<file path="src/rtl/syn_acortex_lb_slave_regs.sv">
// ---------------------------------------------------------------------------
// syn_acortex_lb_slave_regs
//   Generic ACORTEX Local Bus responder. One instance per sub-block holds the
//   block ID, sticky STATUS with IRQ_MASK, SCRATCH and NUM_CTRL_REGS control
//   registers, and raises a registered level interrupt.
//
//   Register map:
//     0x00 ID (RO)   0x01 STATUS (W1C)   0x02 IRQ_MASK   0x03 SCRATCH
//     0x04 ERR_CNT   (only with SYN_ACORTEX_LB_ERR_CNTR_EN defined)
//     0x10+k CTRL[k]
//   Unmapped addresses ignore writes and read as 0.
//
//   Optional feature macro: SYN_ACORTEX_LB_ERR_CNTR_EN adds an 8-bit
//   saturating error counter for unmapped and simultaneous rd/wr accesses.
//
// Ports:
//   clk_ir, rst_il        clock, asynchronous active-low reset
//   lb_rd_en, lb_wr_en    single-cycle access strobes
//   lb_addr, lb_wr_data   access address / write data
//   lb_wr_valid           write-complete pulse, 1 cycle after the strobe
//   lb_rd_valid/_data     read response, RD_LAT cycles after the strobe
//   ctrl_regs_od          flat control bus, reg k at [k*DATA_W +: DATA_W]
//   ctrl_wr_pulse_od      per-ctrl-reg write pulse, aligned with lb_wr_valid
//   status_evt_id         per-bit STATUS set events
//   irq_od                |(STATUS & IRQ_MASK), registered
// ---------------------------------------------------------------------------
module syn_acortex_lb_slave_regs #(
  parameter int unsigned       LB_ADDR_W     = 8,
  parameter int unsigned       DATA_W        = 16,
  parameter int unsigned       NUM_CTRL_REGS = 4,
  parameter int unsigned       RD_LAT        = 2,
  parameter logic [DATA_W-1:0] BLOCK_ID      = 16'h0C01
) (
  input  logic                            clk_ir,
  input  logic                            rst_il,
  input  logic                            lb_rd_en,
  input  logic                            lb_wr_en,
  input  logic [LB_ADDR_W-1:0]            lb_addr,
  input  logic [DATA_W-1:0]               lb_wr_data,
  output logic                            lb_wr_valid,
  output logic                            lb_rd_valid,
  output logic [DATA_W-1:0]               lb_rd_data,
  output logic [NUM_CTRL_REGS*DATA_W-1:0] ctrl_regs_od,
  output logic [NUM_CTRL_REGS-1:0]        ctrl_wr_pulse_od,
  input  logic [DATA_W-1:0]               status_evt_id,
  output logic                            irq_od
);

  localparam logic [LB_ADDR_W-1:0] ADDR_ID      = LB_ADDR_W'(0);
  localparam logic [LB_ADDR_W-1:0] ADDR_STATUS  = LB_ADDR_W'(1);
  localparam logic [LB_ADDR_W-1:0] ADDR_MASK    = LB_ADDR_W'(2);
  localparam logic [LB_ADDR_W-1:0] ADDR_SCRATCH = LB_ADDR_W'(3);
  localparam logic [LB_ADDR_W-1:0] ADDR_ERR     = LB_ADDR_W'(4);
  localparam logic [LB_ADDR_W-1:0] ADDR_CTRL0   = LB_ADDR_W'(16);

  logic [DATA_W-1:0]        status;
  logic [DATA_W-1:0]        irq_mask;
  logic [DATA_W-1:0]        scratch;
  logic [DATA_W-1:0]        ctrl [NUM_CTRL_REGS];
  logic [NUM_CTRL_REGS-1:0] sel_ctrl;
  logic [DATA_W-1:0]        rd_mux;
  logic [DATA_W-1:0]        status_clr;
  logic                     rd_fire;
  logic [RD_LAT-1:0]        pipe_v;
  logic [DATA_W-1:0]        pipe_d [RD_LAT];

`ifdef SYN_ACORTEX_LB_ERR_CNTR_EN
  logic [7:0] err_cnt;
  logic       unmapped;
  logic       err_evt;
`endif

  // A simultaneous write wins; the read is dropped.
  assign rd_fire = lb_rd_en & ~lb_wr_en;

  // Decode and read mux reflect register state before this edge, so a read
  // and write on the same edge returns the old value.
  always_comb begin
    sel_ctrl = '0;
    rd_mux   = '0;
    for (int unsigned k = 0; k < NUM_CTRL_REGS; k++) begin
      if (lb_addr == ADDR_CTRL0 + LB_ADDR_W'(k)) sel_ctrl[k] = 1'b1;
    end
    case (lb_addr)
      ADDR_ID:      rd_mux = BLOCK_ID;
      ADDR_STATUS:  rd_mux = status;
      ADDR_MASK:    rd_mux = irq_mask;
      ADDR_SCRATCH: rd_mux = scratch;
`ifdef SYN_ACORTEX_LB_ERR_CNTR_EN
      ADDR_ERR:     rd_mux = DATA_W'(err_cnt);
`endif
      default: begin
        for (int unsigned k = 0; k < NUM_CTRL_REGS; k++) begin
          if (sel_ctrl[k]) rd_mux = ctrl[k];
        end
      end
    endcase
  end

  always_comb begin
    status_clr = '0;
    if (lb_wr_en && lb_addr == ADDR_STATUS) status_clr = lb_wr_data;
  end

  always_ff @(posedge clk_ir or negedge rst_il) begin
    if (!rst_il) begin
      lb_wr_valid      <= 1'b0;
      ctrl_wr_pulse_od <= '0;
      status           <= '0;
      irq_mask         <= '0;
      scratch          <= '0;
      irq_od           <= 1'b0;
      for (int unsigned k = 0; k < NUM_CTRL_REGS; k++) ctrl[k] <= '0;
    end else begin
      lb_wr_valid      <= lb_wr_en;
      ctrl_wr_pulse_od <= lb_wr_en ? sel_ctrl : '0;
      // Event set takes priority over a same-edge W1C.
      status           <= (status & ~status_clr) | status_evt_id;
      irq_od           <= |(status & irq_mask);
      if (lb_wr_en) begin
        if (lb_addr == ADDR_MASK)    irq_mask <= lb_wr_data;
        if (lb_addr == ADDR_SCRATCH) scratch  <= lb_wr_data;
        for (int unsigned k = 0; k < NUM_CTRL_REGS; k++) begin
          if (sel_ctrl[k]) ctrl[k] <= lb_wr_data;
        end
      end
    end
  end

  // Read response pipeline; data is forced to 0 on empty slots so the output
  // bus is 0 whenever lb_rd_valid is low.
  always_ff @(posedge clk_ir or negedge rst_il) begin
    if (!rst_il) begin
      pipe_v <= '0;
      for (int unsigned i = 0; i < RD_LAT; i++) pipe_d[i] <= '0;
    end else begin
      pipe_v[0] <= rd_fire;
      pipe_d[0] <= rd_fire ? rd_mux : '0;
      for (int unsigned i = 1; i < RD_LAT; i++) begin
        pipe_v[i] <= pipe_v[i-1];
        pipe_d[i] <= pipe_d[i-1];
      end
    end
  end

  assign lb_rd_valid = pipe_v[RD_LAT-1];
  assign lb_rd_data  = pipe_d[RD_LAT-1];

  always_comb begin
    ctrl_regs_od = '0;
    for (int unsigned k = 0; k < NUM_CTRL_REGS; k++) begin
      ctrl_regs_od[k*DATA_W +: DATA_W] = ctrl[k];
    end
  end

`ifdef SYN_ACORTEX_LB_ERR_CNTR_EN
  assign unmapped = (lb_addr > ADDR_ERR) && !(|sel_ctrl);
  assign err_evt  = (lb_rd_en & lb_wr_en) | ((lb_rd_en | lb_wr_en) & unmapped);

  always_ff @(posedge clk_ir or negedge rst_il) begin
    if (!rst_il) begin
      err_cnt <= '0;
    end else if (lb_wr_en && lb_addr == ADDR_ERR) begin
      err_cnt <= '0;
    end else if (err_evt && err_cnt != 8'hFF) begin
      err_cnt <= err_cnt + 8'd1;
    end
  end
`endif

endmodule

</file>
<file path="config.mk">
export PLATFORM = sky130hd
export DESIGN_NAME = syn_acortex_lb_slave_regs
export DESIGN_NICKNAME = d
export VERILOG_FILES = /design/src/rtl/syn_acortex_lb_slave_regs.sv
export SDC_FILE = /design/constraint.sdc
export NUM_CORES = 1
export LEC_CHECK = 0
export CAP_MARGIN = 20
export CORE_MARGIN = 3
export CORE_UTILIZATION = 50
export CTS_CLUSTER_SIZE = 16
export DETAILED_ROUTE_END_ITERATION = 10
export PLACE_DENSITY_LB_ADDON = 0.3
export SYNTH_ARGS = -nofsm -noshare
export SYNTH_HDL_FRONTEND = slang
export SYNTH_SLANG_ARGS = --single-unit
</file>
<file path="constraint.sdc">
create_clock -name clk_ir -period 1.4 [get_ports clk_ir]
set_input_delay 0.21 -clock clk_ir [delete_from_list [all_inputs] [get_ports clk_ir]]
set_output_delay 0.21 -clock clk_ir [all_outputs]
set_load 0.01 [all_outputs]
</file>
* Word level (Yosys, flattened, before mapping)
Cells that the tools add are included.
** Cells by class
- Equality and inequality tests :: 7
- Multiplexer cells :: 12
- Bitwise logic cells :: 6
- Reduce and logical (&&, ||, !) cells :: 9
** Operator list (count)
- 16-bit two-way mux :: 6
- 16-bit case mux with 4 select lines :: 1
- 16-bit AND :: 2
- 8-bit by 5-bit equality test with 1-bit output (second input constant) :: 4
- 8-bit by 2-bit equality test with 1-bit output (second input constant) :: 2
- 16-bit NOT :: 1
- 16-bit bitwise OR :: 1
- 16-bit OR reduction :: 1
- 2-bit AND reduction :: 6
- 8-bit by 1-bit equality test with 1-bit output (second input constant) :: 1
- 8-bit logical NOT :: 1
- 1-bit two-way mux :: 4
- 4-bit two-way mux :: 1
- 1-bit AND :: 1
- 1-bit logical AND :: 1
- 1-bit NOT :: 1
** Storage, ports and cells
- Register bits after elaboration :: 152
- Input bits :: 44
- Output and inout bits :: 87

* Depth between registers and ports, before layout
Gate-level depths: netlist (run 1).
- Depth in word-level cells :: 8
- Mapped depth :: 7

* Worst setup path before layout (run 1)
Ideal clock, no wire load.
- Kind :: input -> register
- From :: input lb_addr[0]
- To :: register ctrl (netlist bit ctrl_regs_od[38])
- Data arrival time :: 1.530 ns
- Data required time :: 1.275 ns
- Path slack :: -0.256 ns
- Stages :: 5
- Cell sequence :: buf_6 nor4b_4 nand3_4 buf_6 mux2_4
** On the way
- Word-level cells in the longest chain between the ends :: 3
** RTL lines
- start: declaration :: RTL line 38 : input logic [LB_ADDR_W-1:0] lb_addr,
- 8-bit by 5-bit equality test with 1-bit output :: RTL line 82 : if (lb_addr == ADDR_CTRL0 + LB_ADDR_W'(k)) sel_ctrl[k] = 1'b1;
- 1-bit two-way mux :: RTL line 82
- 2-bit AND reduction (no source line)
- end signal: indexed assignment :: RTL line 124 : if (sel_ctrl[k]) ctrl[k] <= lb_wr_data;
- end: declaration :: RTL line 59 : logic [DATA_W-1:0] ctrl [NUM_CTRL_REGS];
Every way passes these cells.
A chain may end at the register's enable or synchronous reset.

* Worst setup path in the final report (run 1)
- From :: input lb_addr[5]
- To :: register ctrl (netlist bit ctrl_regs_od[17])
The elaborated chain is that of the path after synthesis.

==> flow_summary.json, run 1 <==
{
  "dp_hpwl_um": 12300,
  "period_needed_ns": 1.36,
  "ant_nets": 0,
  "synth_compound_area_frac": 0.111,
  "timing.hold.ws_ns": 0.256,
  "viasPerCell": 5.82,
  "dp_cells": 813,
  "grt_pass1_vias": 5152,
  "fin_util": 0.713,
  "synthAdderAreaFrac": 0,
  "syn_nets": 548,
  "crit_top_cell": "buf_4",
  "skew_ns": 0.00521,
  "crit_type": "primary input to register",
  "synth_mux_area_frac": 0.193,
  "power.total_w": 0.0102,
  "num_antenna_cells": 0,
  "overflow": 0,
  "p_leak_nw": 4.67,
  "layout-drive-gt1-share": 0.321,
  "tightest_slew_ns": 0.432,
  "antenna_found_initial": 0,
  "setup_violations": 0,
  "htree_levels": 4,
  "cpPeakStageDelay_ns": 0.29,
  "worst-path-buf-inv": 3,
  "hold_class": "primary input to async pin",
  "grt_pass1_wl_um": 28700,
  "clk_pin_slew_ns": 0.06,
  "synth_top_area_share": 0.577,
  "cts_buffers": 17,
  "ys_ff_latch": 152,
  "clock_latency_ns": 0.42,
  "synthTopCellsByArea": "dfrtp_1 (58%), mux2_2 (15%), mux2i_1 (2.4%)",
  "die_x_um": 121,
  "path_max_fanout": 8,
  "status": "complete, no violations",
  "syn-instance-count": 504,
  "yosys.area_share.simple": 0.0742,
  "start_util": 0.517,
  "crit_path_start_kind": "primary input",
  "first_iter_violations": 430,
  "yosysSeqAreaShare": 0.577,
  "fp-row-count": 41,
  "endpoint_kind": "register",
  "fmax_mhz": 736,
  "fin_crit_sh": 0.970,
  "post_drt_wl_per_cell_um": 21.4,
  "mostFrequentLayoutCells": "dfrtp_1 (152), dlygate4sd2_1 (91), mux2_2 (86)",
  "cpLargestDelayFamily": "buffers and inverters",
  "grt_max_degree": 48,
  "vdd_ir_drop_max_uv": 773,
  "drv_slew": 0,
  "cellPowerDensity_nw_per_um2": 1120,
  "worstPathCellList": "dlygate4sd2_1 > nor4b_4 > buf_4 > nand4_2 > buf_4 > mux2_2",
  "cts_tree": "done",
  "synth_xor_area_frac": 0,
  "dr.pass1.iters": 5,
  "cts_buffer_depth": 2,
  "final_nets": 710,
  "syn_area_sq_um": 6600,
  "crit_arrival_ns": 1.66,
  "ys_types": 39,
  "pin_count": 131,
  "wirelength_um": 18200,
  "fillCellCount": 887,
  "syn-mean-instance-area_sq_um": 13.1,
  "gr-usage-all-layers": 0.260,
  "area_delta_synth_final_pct": 38.1,
  "die_y_um": 121,
  "cp_data_required_time_ns": 1.70,
  "hold_viol": 0,
  "cts_root_buffer": "clkbuf_16",
  "core_sq_um": 12800,
  "synth_top_family_by_area": "multiplexers",
  "via_count": 4945,
  "yosysWarnings": 0,
  "critPathSlowestCell": "dlygate4sd2_1",
  "yosysTopAreaCell": "dfrtp_1",
  "portBuffers": 130,
  "slew_headroom": 0.712,
  "die-area_sq_um": 14600,
  "drcViolationCount": 0,
  "maxCapViolations": 0,
  "final_cells": 849,
  "final_common_cell": "dfrtp_1",
  "routabilityCongestion": 0.851,
  "cts_sinks": 152,
  "setup_tns_ns": 0
}
metal layers:
layer / GRT usage / vias up / routed length, um
met5: 0 / - / 0
met4: 0.0751 / 0 / 350
met3: 0.0578 / 30 / 1090
met2: 0.424 / 208 / 9150
met1: 0.352 / 2540 / 7580
li1: - / 2167 / -
layout make-up:
cell class | instances | area [sq um] | share of cell area
multi-input cells | 299 | 2680 | 0.294
clock inverters | 11 | 149 | 0.0163
repair buffers | 186 | 1780 | 0.196
well taps | 172 | 215 | 0.0236
clock buffers | 19 | 443 | 0.0486
flip-flops and latches | 152 | 3800 | 0.418
inverters | 10 | 37.5 | 0.00412
repair_timing:
action / 4_1_cts / 5_1_grt
hold buffers: 1 / 0
cloned: 3 / 0
setup endpoints to repair: 215 / 40
gates resized for setup: 114 / 14
pin swaps: 5 / 5
setup buffers: 1 / 1
endpoints found under the hold margin: 31 / 0
metrics by stage:
| stage | area, sq um | worst slack (ns) |
|---|---|---|
| 3_3_place_gp | 8430 | -0.637 |
| 4_1_cts | 9060 | -0.00270 |
| 5_1_grt | 9110 | -0.00344 |
| 6_report | 9110 | 0.0416 |
| 3_5_place_dp | 8430 | -0.797 |
| 2_1_floorplan | 6730 | -0.174 |
kinds of logic after synthesis:
logic type	Yosys count
mux	112
flops	152
buf+inv	55
compound gates	107
simple gates	78
flip-flops by register name, summed over array words and instances, names as in the netlist:
signal	flops
lb_wr_valid	1
irq_od	1
lb_rd_data	16
irq_mask	16
pipe_d	16
ctrl_wr_pulse_od	4
pipe_v	2
status	16
scratch	16
ctrl_regs_od	64
final timing paths:
check                                      from                       endpoint  slack, ns  depth (start not counted)
max                                  lb_addr[5]   ctrl_regs_od[17]$_DFFE_PN0P_       0.04                          6
min                                      rst_il   ctrl_regs_od[31]$_DFFE_PN0P_       0.26                          2
max reg2reg                status[14]$_DFF_PN0_               irq_od$_DFF_PN0_       0.05                          3
min reg2reg                pipe_d[28]$_DFF_PN0_       lb_rd_data[12]$_DFF_PN0_       0.35                          0
max in group asynchronous                rst_il  ctrl_wr_pulse_od[0]$_DFF_PN0_       0.58                          3
min in group clk_ir        pipe_d[28]$_DFF_PN0_       lb_rd_data[12]$_DFF_PN0_       0.35                          0
synth_stat cells:
cell type	instances
a2111oi_0	1
a211oi_1	3
a21o_1	17
a21oi_1	18
a221oi_1	16
a22o_1	5
a22oi_1	1
and3_1	1
buf_1	2
buf_2	12
buf_4	17
buf_6	2
clkbuf_1	12
dfrtp_1	152
inv_1	10
mux2_2	87
mux2_4	9
mux2i_1	16
nand2_1	31
nand2b_1	9
nand3_1	2
nand3_2	2
nand3_4	2
nand4_1	1
nand4_2	1
nand4b_2	1
nor2_1	1
nor2_2	1
nor2b_1	5
nor3_1	14
nor4_4	1
nor4b_1	1
nor4b_4	2
nor4bb_1	1
o21ai_0	27
o22ai_1	5
o2bb2ai_1	14
or2_2	1
or3_1	1
power breakdown:
group / switching (W) / total [W] / internal, W
combinational: 0.000501 / 0.000978 / 0.000477
sequential: 0.000115 / 0.00466 / 0.00455
clock: 0.00175 / 0.00459 / 0.00284
total: 0.00237 / 0.0102 / 0.00786
worst register-to-register path, stage by stage (launching register included):
cell,delay (ns)
dfrtp_1,0.39
a22o_1,0.25
a221oi_1,0.37
nand4_1,0.19
No activity file was read; power rests on OpenSTA's default activity.
==> run 2, diff against run 1 <==
--- a/config.mk
+++ b/config.mk
@@ -6,8 +6,10 @@
 export NUM_CORES = 1
 export LEC_CHECK = 0
 export CAP_MARGIN = 20
+export CELL_PAD_IN_SITES_DETAIL_PLACEMENT = 0
+export CELL_PAD_IN_SITES_GLOBAL_PLACEMENT = 1
 export CORE_MARGIN = 3
-export CORE_UTILIZATION = 50
+export CORE_UTILIZATION = 40
 export CTS_CLUSTER_SIZE = 16
 export DETAILED_ROUTE_END_ITERATION = 10
 export PLACE_DENSITY_LB_ADDON = 0.3
==> run 2 against run 1 <==
  * Cell count grew 4.2%
  * Die area rose by 24%
  * Largest cell class unchanged
  * Power is 1.4% lower
  * Global-route usage is 5.4 points lower
  * First-iteration DRC count shrank 42%
  * Hold slack gained 0.022 ns
  * Critical endpoint is now ctrl_regs_od[27]$_DFFE_PN0P_
  * Clock power shrank 2%
  * Routed wire length down 0.79%
  * Clock skew grew 0.0020 ns
  * Fmax is 0.90% higher
==> flow_summary.json, run 2 (synthesis gave the netlist of run 1 again) <==
{
  "status": "complete, no violations",
  "critPathSlowestCell": "or2_2",
  "area_delta_synth_final_pct": 36.8,
  "mostFrequentLayoutCells": "dfrtp_1 (152), dlygate4sd2_1 (92), mux2_2 (87)",
  "start_util": 0.412,
  "pwr-share-clk": 0.444,
  "die_y_um": 134,
  "pre_cts_ws_ns": -0.754,
  "cp_data_required_time_ns": 1.71,
  "skew_ns": 0.00717,
  "busiest_layer": "met2",
  "fp-row-count": 46,
  "die-area_sq_um": 18100,
  "crit_type": "primary input to register",
  "clk_pin_slew_ns": 0.06,
  "final_common_cell": "dfrtp_1",
  "timing.hold.ws_ns": 0.278,
  "cts_root_buffer": "clkbuf_16",
  "fin_util": 0.564,
  "routabilityCongestion": 0.834,
  "crit_arrival_ns": 1.65,
  "via_count": 4698,
  "antenna_found_initial": 0,
  "fmax_mhz": 743,
  "cts_buffer_depth": 2,
  "stdcell_area_sq_um": 9020,
  "endpoint_kind": "register",
  "cpLargestDelayFamily": "simple AND/OR/NAND/NOR gates",
  "setup_violations": 0,
  "fillCellCount": 1360,
  "p_sw_w": 0.00229,
  "ant_nets": 0,
  "grt_pass1_vias": 5025,
  "largest_reg_flops": 64,
  "overflow": 0,
  "viasPerCell": 5.31,
  "maxCapViolations": 0,
  "slew_headroom": 0.721,
  "period_needed_ns": 1.35,
  "path_max_fanout": 12,
  "p_int_w": 0.00780,
  "core_sq_um": 16000,
  "dr.pass1.iters": 4,
  "wirelength_um": 18000,
  "cpPeakStageDelay_ns": 0.37,
  "drcViolationCount": 0,
  "cts_buffers": 17,
  "grt_max_degree": 47,
  "p_leak_nw": 4.61,
  "portBuffers": 130,
  "crit_path_start_kind": "primary input",
  "final_nets": 703,
  "pwr-share-seq": 0.462,
  "die_x_um": 134,
  "gr-usage-all-layers": 0.206,
  "p_comb_frac": 0.094,
  "htree_levels": 4,
  "place_area_sq_um": 8460,
  "switching_share": 0.227,
  "gr-usage-met2": 0.333,
  "setup_slack_ns": 0.0537,
  "hold_class": "primary input to async pin",
  "pin_count": 131,
  "layout-drive-gt1-share": 0.300,
  "post_drt_wl_per_cell_um": 20.4,
  "met1_usage": 0.273,
  "cts_tree": "done",
  "dp_hpwl_um": 12900,
  "worstPathCellList": "clkdlybuf4s15_2 > or2_2 > nor2_4 > nand4_2 > buf_12 > mux2_2",
  "setup_tns_ns": 0,
  "rsz0062_at_grt": "no",
  "num_antenna_cells": 0,
  "cellPowerDensity_nw_per_um2": 1120,
  "grt_util_met3": 0.0514,
  "timing.reg2reg.setup_slack_ns": 0.14,
  "cts_sinks": 152,
  "drv_slew": 0,
  "worst-path-buf-inv": 2,
  "vdd_ir_drop_max_uv": 918,
  "grt_pass1_wl_um": 28300,
  "tightest_slew_ns": 0.418,
  "hold_viol": 0,
  "fin_crit_sh": 0.962,
  "clock_latency_ns": 0.42,
  "first_iter_violations": 248
}
## run 2: layout make-up
type | instances | area (sq um) | share of cell area
multi-input combinational | 297 | 2590 | 0.288
clock buffer | 22 | 484 | 0.0537
tap | 216 | 270 | 0.0300
clock inverter | 7 | 93.8 | 0.0104
inverter | 10 | 37.5 | 0.00416
sequential | 152 | 3800 | 0.422
timing repair buffer | 181 | 1740 | 0.193
## run 2: timing repair
item | CTS | global route
hold buffers | 1 | 0
buffers inserted | 2 | 0
gates cloned | 0 | 0
pin swaps | 2 | 1
hold endpoints to repair | 37 | 0
resized for setup | 106 | 6
endpoints found under the setup margin | 215 | 23
## run 2: per-layer routing
metal	vias up	wire, um
met2	153	8760
met3	28	1000
met5	-	0
met4	0	311
li1	2134	-
met1	2383	7950
## run 2: worst register-to-register path: stages (launching register included)
cell and delay [ns]:
dfrtp_1 0.40, a22o_1 0.24, a221oi_1 0.30, nand4_1 0.17
## run 2: power groups by stage
stage                     clock [W]  sequential, W  combinational, W
after floorplan                   0        0.00476          0.000334
after global placement            0        0.00473           0.00100
after detailed placement          0        0.00474           0.00102
after CTS                   0.00456        0.00465          0.000961
after global routing        0.00472        0.00467           0.00103
final                       0.00448        0.00465          0.000952
## run 2: worst paths after layout
kind                                      start                      endpoint  depth (start not counted)
max                                  lb_addr[3]  ctrl_regs_od[27]$_DFFE_PN0P_                          6
min                                      rst_il         lb_wr_valid$_DFF_PN0_                          2
max reg2reg                status[14]$_DFF_PN0_              irq_od$_DFF_PN0_                          3
min reg2reg                 pipe_v[0]$_DFF_PN0_           pipe_v[1]$_DFF_PN0_                          0
max in group asynchronous                rst_il          pipe_d[29]$_DFF_PN0_                          3
min in group clk_ir         pipe_v[0]$_DFF_PN0_           pipe_v[1]$_DFF_PN0_                          0
## run 2: metrics by stage
stage	std cells	power, W
4_1_cts	885	0.0102
2_1_floorplan	504	0.00509
5_1_grt	885	0.0104
6_report	885	0.0101
3_3_place_gp	853	0.00573
3_5_place_dp	853	0.00576
==> run 3, diff against run 2 <==
--- a/config.mk
+++ b/config.mk
@@ -8,10 +8,11 @@
 export CAP_MARGIN = 20
 export CELL_PAD_IN_SITES_DETAIL_PLACEMENT = 0
 export CELL_PAD_IN_SITES_GLOBAL_PLACEMENT = 1
-export CORE_MARGIN = 3
+export CORE_MARGIN = 2
 export CORE_UTILIZATION = 40
 export CTS_CLUSTER_SIZE = 16
 export DETAILED_ROUTE_END_ITERATION = 10
+export GPL_TIMING_DRIVEN = 0
 export PLACE_DENSITY_LB_ADDON = 0.3
 export SYNTH_ARGS = -nofsm -noshare
 export SYNTH_HDL_FRONTEND = slang
==> run 3 against run 2 <==
  * Via count grew 7.3%
  * Clock skew grew 0.00073 ns
  * Highest routed layer unchanged
  * Cell count grew 5.8%
  * Flip-flop and latch count is the same
  * Clock power grew 15%
  * Register-to-register slack is essentially flat
==> flow_summary.json, run 3 (synthesis gave the netlist of run 1 again) <==
{
  "tightest_slew_ns": 0.686,
  "timing.reg2reg.setup_slack_ns": 0.15,
  "vdd_ir_drop_max_uv": 981,
  "core_sq_um": 16000,
  "hold_depth": 5,
  "timing.hold.ws_ns": 0.273,
  "area_delta_synth_final_pct": 46.0,
  "portBuffers": 130,
  "viasPerCell": 5.39,
  "endpoint_kind": "primary output",
  "clock_latency_ns": 0.43,
  "fin_crit_sh": 0.986,
  "layout-drive-gt1-share": 0.357,
  "grt_pass1_wl_um": 31100,
  "rr_startpoint": "status[14]$_DFF_PN0_",
  "htree_levels": 4,
  "cp_data_required_time_ns": 1.19,
  "period_needed_ns": 1.38,
  "die_y_um": 132,
  "crit_type": "register to primary output",
  "cellPowerDensity_nw_per_um2": 1120,
  "cts_buffer_depth": 2,
  "drcViolationCount": 0,
  "crit_path_start_kind": "register",
  "final_nets": 753,
  "die-area_sq_um": 17500,
  "status": "complete, no violations",
  "hold_class": "primary input to register",
  "die_x_um": 132,
  "hold_viol": 0,
  "grt_max_degree": 81,
  "cts_buffers": 17,
  "r2r_cells": 3,
  "largest_reg_flops": 64,
  "dp_hpwl_um": 12900,
  "gr-usage-all-layers": 0.236,
  "antenna_found_initial": 0,
  "fp-row-count": 46,
  "overflow": 0,
  "post_drt_wl_per_cell_um": 21.5,
  "fmax_mhz": 725,
  "power.total_w": 0.0108,
  "path_max_fanout": 1,
  "cts_tree": "done",
  "dr.pass1.iters": 5,
  "cts_root_buffer": "clkbuf_16",
  "final_common_cell": "dfrtp_1",
  "routabilityCongestion": 0.865,
  "cts_sinks": 152,
  "num_antenna_cells": 0,
  "slew_headroom": 0.542,
  "setup_tns_ns": 0,
  "min-delay-start": "lb_wr_en",
  "crit_arrival_ns": 1.17,
  "setup_violations": 0,
  "ant_nets": 0,
  "maxCapViolations": 0,
  "clk_pin_slew_ns": 0.06,
  "whs_endpoint": "pipe_d[18]$_DFF_PN0_",
  "skew_ns": 0.00791,
  "fin_util": 0.602,
  "r2r-end": "irq_od$_DFF_PN0_",
  "wirelength_um": 20200,
  "p_leak_nw": 4.91,
  "first_iter_violations": 262,
  "drv_slew": 0,
  "mostFrequentLayoutCells": "dfrtp_1 (152), mux2_2 (87), dlygate4sd2_1 (72)",
  "start_util": 0.412,
  "via_count": 5041,
  "pin_count": 131,
  "grt_pass1_vias": 5377
}
run 3: cell types whose count changed in the layout (fill, tap and decap cells not counted), sizes merged, moves of 2 or more:
cell,delta
clkdlybuf4s15,+15
bufbuf,+2
bufinv,+4
clkinvlp,-2
clkbuf,+10
dlygate4sd2,-20
buf,+42
run 3: layout make-up:
| class | instances | area [sq um] |
|---|---|---|
| Sequential cell | 152 | 3800 |
| Timing Repair Buffer | 186 | 1760 |
| Inverter | 10 | 37.5 |
| Clock buffer | 22 | 464 |
| Buffer | 45 | 447 |
| Multi-Input combinational cell | 297 | 2650 |
| Clock inverter | 8 | 194 |
| Fill cell | 1299 | 6370 |
| Tap cell | 216 | 270 |
run 3: worst max-delay path by stage:
stage	start	endpoint	cells after the start
after global placement	rst_il	ctrl_wr_pulse_od[0]$_DFF_PN0_	1
final	lb_rd_data[12]$_DFF_PN0_	lb_rd_data[12]	2
after detailed placement	lb_addr[1]	pipe_d[31]$_DFF_PN0_	7
after global routing	lb_addr[4]	ctrl_regs_od[42]$_DFFE_PN0P_	7
after CTS	lb_rd_data[14]$_DFF_PN0_	lb_rd_data[14]	2
after floorplan	lb_addr[0]	ctrl_regs_od[38]$_DFFE_PN0P_	5
run 3: per-stage QoR:
step,cells,area [sq um],worst slack (ns)
floorplan,504,6730,-0.174
global placement,850,8300,-5.79
detailed placement,851,8330,-1.16
CTS,926,9530,0.00150
global route,936,9630,-0.0174
finish,936,9630,0.0202
run 3: layer usage:
metal	track usage	vias up	wire length [um]
li1	-	2237	-
met1	0.302	2606	8590
met2	0.398	158	9950
met3	0.0475	40	1060
met4	0.0908	0	560
met5	0	-	0
run 3: where the power goes:
| group | internal (W) | switching [W] | total, W |
|---|---|---|---|
| Clock | 0.00342 | 0.00176 | 0.00517 |
| Sequential | 0.00455 | 0.000111 | 0.00466 |
| Combinational | 0.000478 | 0.000505 | 0.000983 |
| Total | 0.00844 | 0.00237 | 0.0108 |
run 3: what timing repair did:
item / CTS / global route
hold buffers: 1 / 1
hold endpoints to repair: 72 / 1
gates resized for setup: 165 / 33
pin swaps: 8 / 5
buffers inserted: 40 / 9
setup endpoints to repair: 220 / 108
gates cloned: 4 / 0
run 3: critical path: stages, from the launching register on:
cell and delay [ns]:
dfrtp_1 0.35, buf_4 0.12, dlygate4sd2_1 0.27
==> variant (settings of run 1) <==
`RD_LAT`: 2 -> 1.
--- a/src/rtl/syn_acortex_lb_slave_regs.sv
+++ b/src/rtl/syn_acortex_lb_slave_regs.sv
@@ -28,7 +28,7 @@
   parameter int unsigned       LB_ADDR_W     = 8,
   parameter int unsigned       DATA_W        = 16,
   parameter int unsigned       NUM_CTRL_REGS = 4,
-  parameter int unsigned       RD_LAT        = 2,
+  parameter int unsigned       RD_LAT        = 1,
   parameter logic [DATA_W-1:0] BLOCK_ID      = 16'h0C01
 ) (
   input  logic                            clk_ir,
Behaviour: not the same (a bounded check fails within 4 cycles, from zero or initial values and one cycle with rst_il low).
==> variant against run 1 <==
- area after synthesis down 8.3%
- sequential cell count down 17
- first-iteration DRC count down 3.7%
- critical endpoint is now lb_rd_data[15]
- register-to-register slack better by 0.07 ns
- worst setup slack worse by 0.032 ns
- largest power group is now clock
- count of clock-buffer cells in the layout down 1
- total power down 6.0%
- largest cell class unchanged
- wire length up 6.5%
- final area down 2.7%
==> variant: results (changes against run 1) <==
| Metric | Value |
|---|---|
| Maximum number of pins on one net before global-route repair | 38 (-21%) |
| Met3 Track Usage GR | 0.0799 (+0.0221) |
| Detailed Route Iter0 Violations | 414 (-3.7%) |
| Wire length on met1 | 7.57 mm (-0.15%) |
| Worst voltage drop across the vdd grid | 1540 µV (+99%) |
| Post-synth net total | 515 (-6.0%) |
| Ranking of synthesized cells by area | dfrtp_1, mux2_2, mux2i_1, a221oi_1, mux2_4 |
| Areal power density over the cells | 1080 mW/mm² (-3.4%) |
| Internal power contribution | 7.22 mW (-8.2%) |
| CP endpoint | lb_rd_data[15] |
| Reg2reg setup slack | 0.12 ns (+0.07 ns) |
| Storage cell area | 0.00338 mm² (-11%) |
| Layout buffering overhead excluding clock cells | 0.221 (+0.0250) |
| Length of routed met3 wiring | 1.49 mm (+37%) |
| Final sequential cell count | 135 (-11%) |
| Multi-input combinational area share | 0.307 (+0.0131) |
| Post-place instance area | 0.00802 mm² (-4.9%) |
| Worst clock skew on the final layout | 0.00706 ns (+0.00185 ns) |
| Number of ordinary and repair buffers in the finished layout | 200 (+7.5%) |
| Average footprint of a synthesized cell | 12.8 µm² (-1.8%) |
| Clock network area share | 0.0666 (+0.00166) |
| Dpl ws | -0.694 ns (+0.103 ns) |
| Tap cells | 143 (-17%) |
| GRT Resource Usage Total | 0.288 (+0.0279) |
| Relative max-transition margin | 0.746 (+0.0336) |
| Synth top cells by count | dfrtp_1, mux2_2, nand2_1 |
| Count of vias placed by the detailed router | 4,962 (+0.34%) |
| Launching point of the worst reg2reg path | status[9] |
| Number of clock buffers in the layout | 18 (-1) |
| GPL Wtd Cong | 0.917 (+7.8%) |
| Routing usage on met2 | 0.471 (+0.0470) |
| Met1 track demand over resource in global routing | 0.360 (+0.00780) |
| Run status | finished clean |
-- variant: what timing repair did --
item | in CTS | in global routing
endpoints found under the setup margin | 215 | 60
hold buffers | 1 | 0
gates cloned | 3 | 3
endpoints found under the hold margin | 30 | 0
gates resized for setup | 116 | 23
pin swaps | 6 | 7
setup buffers | 6 | 2
-- variant: how the worst min path moves through the flow --
stage,startpoint,to,slack [ns],depth (start not counted)
global placement,rst_il,ctrl_wr_pulse_od[1],0.13,1
floorplan,rst_il,ctrl_regs_od[0],-0.09,0
CTS,rst_il,scratch[11],0.26,2
finish,lb_wr_en,lb_wr_valid,0.08,1
detailed placement,rst_il,ctrl_wr_pulse_od[1],0.14,1
global route,lb_wr_en,lb_wr_valid,0.08,1
-- variant: critical path: stages --
cell	delay (ns)
dlygate4sd2_1	0.25
buf_4	0.14
nor4_4	0.22
buf_6	0.17
nand2_2	0.12
buf_12	0.19
a221oi_1	0.27
nor3_1	0.10
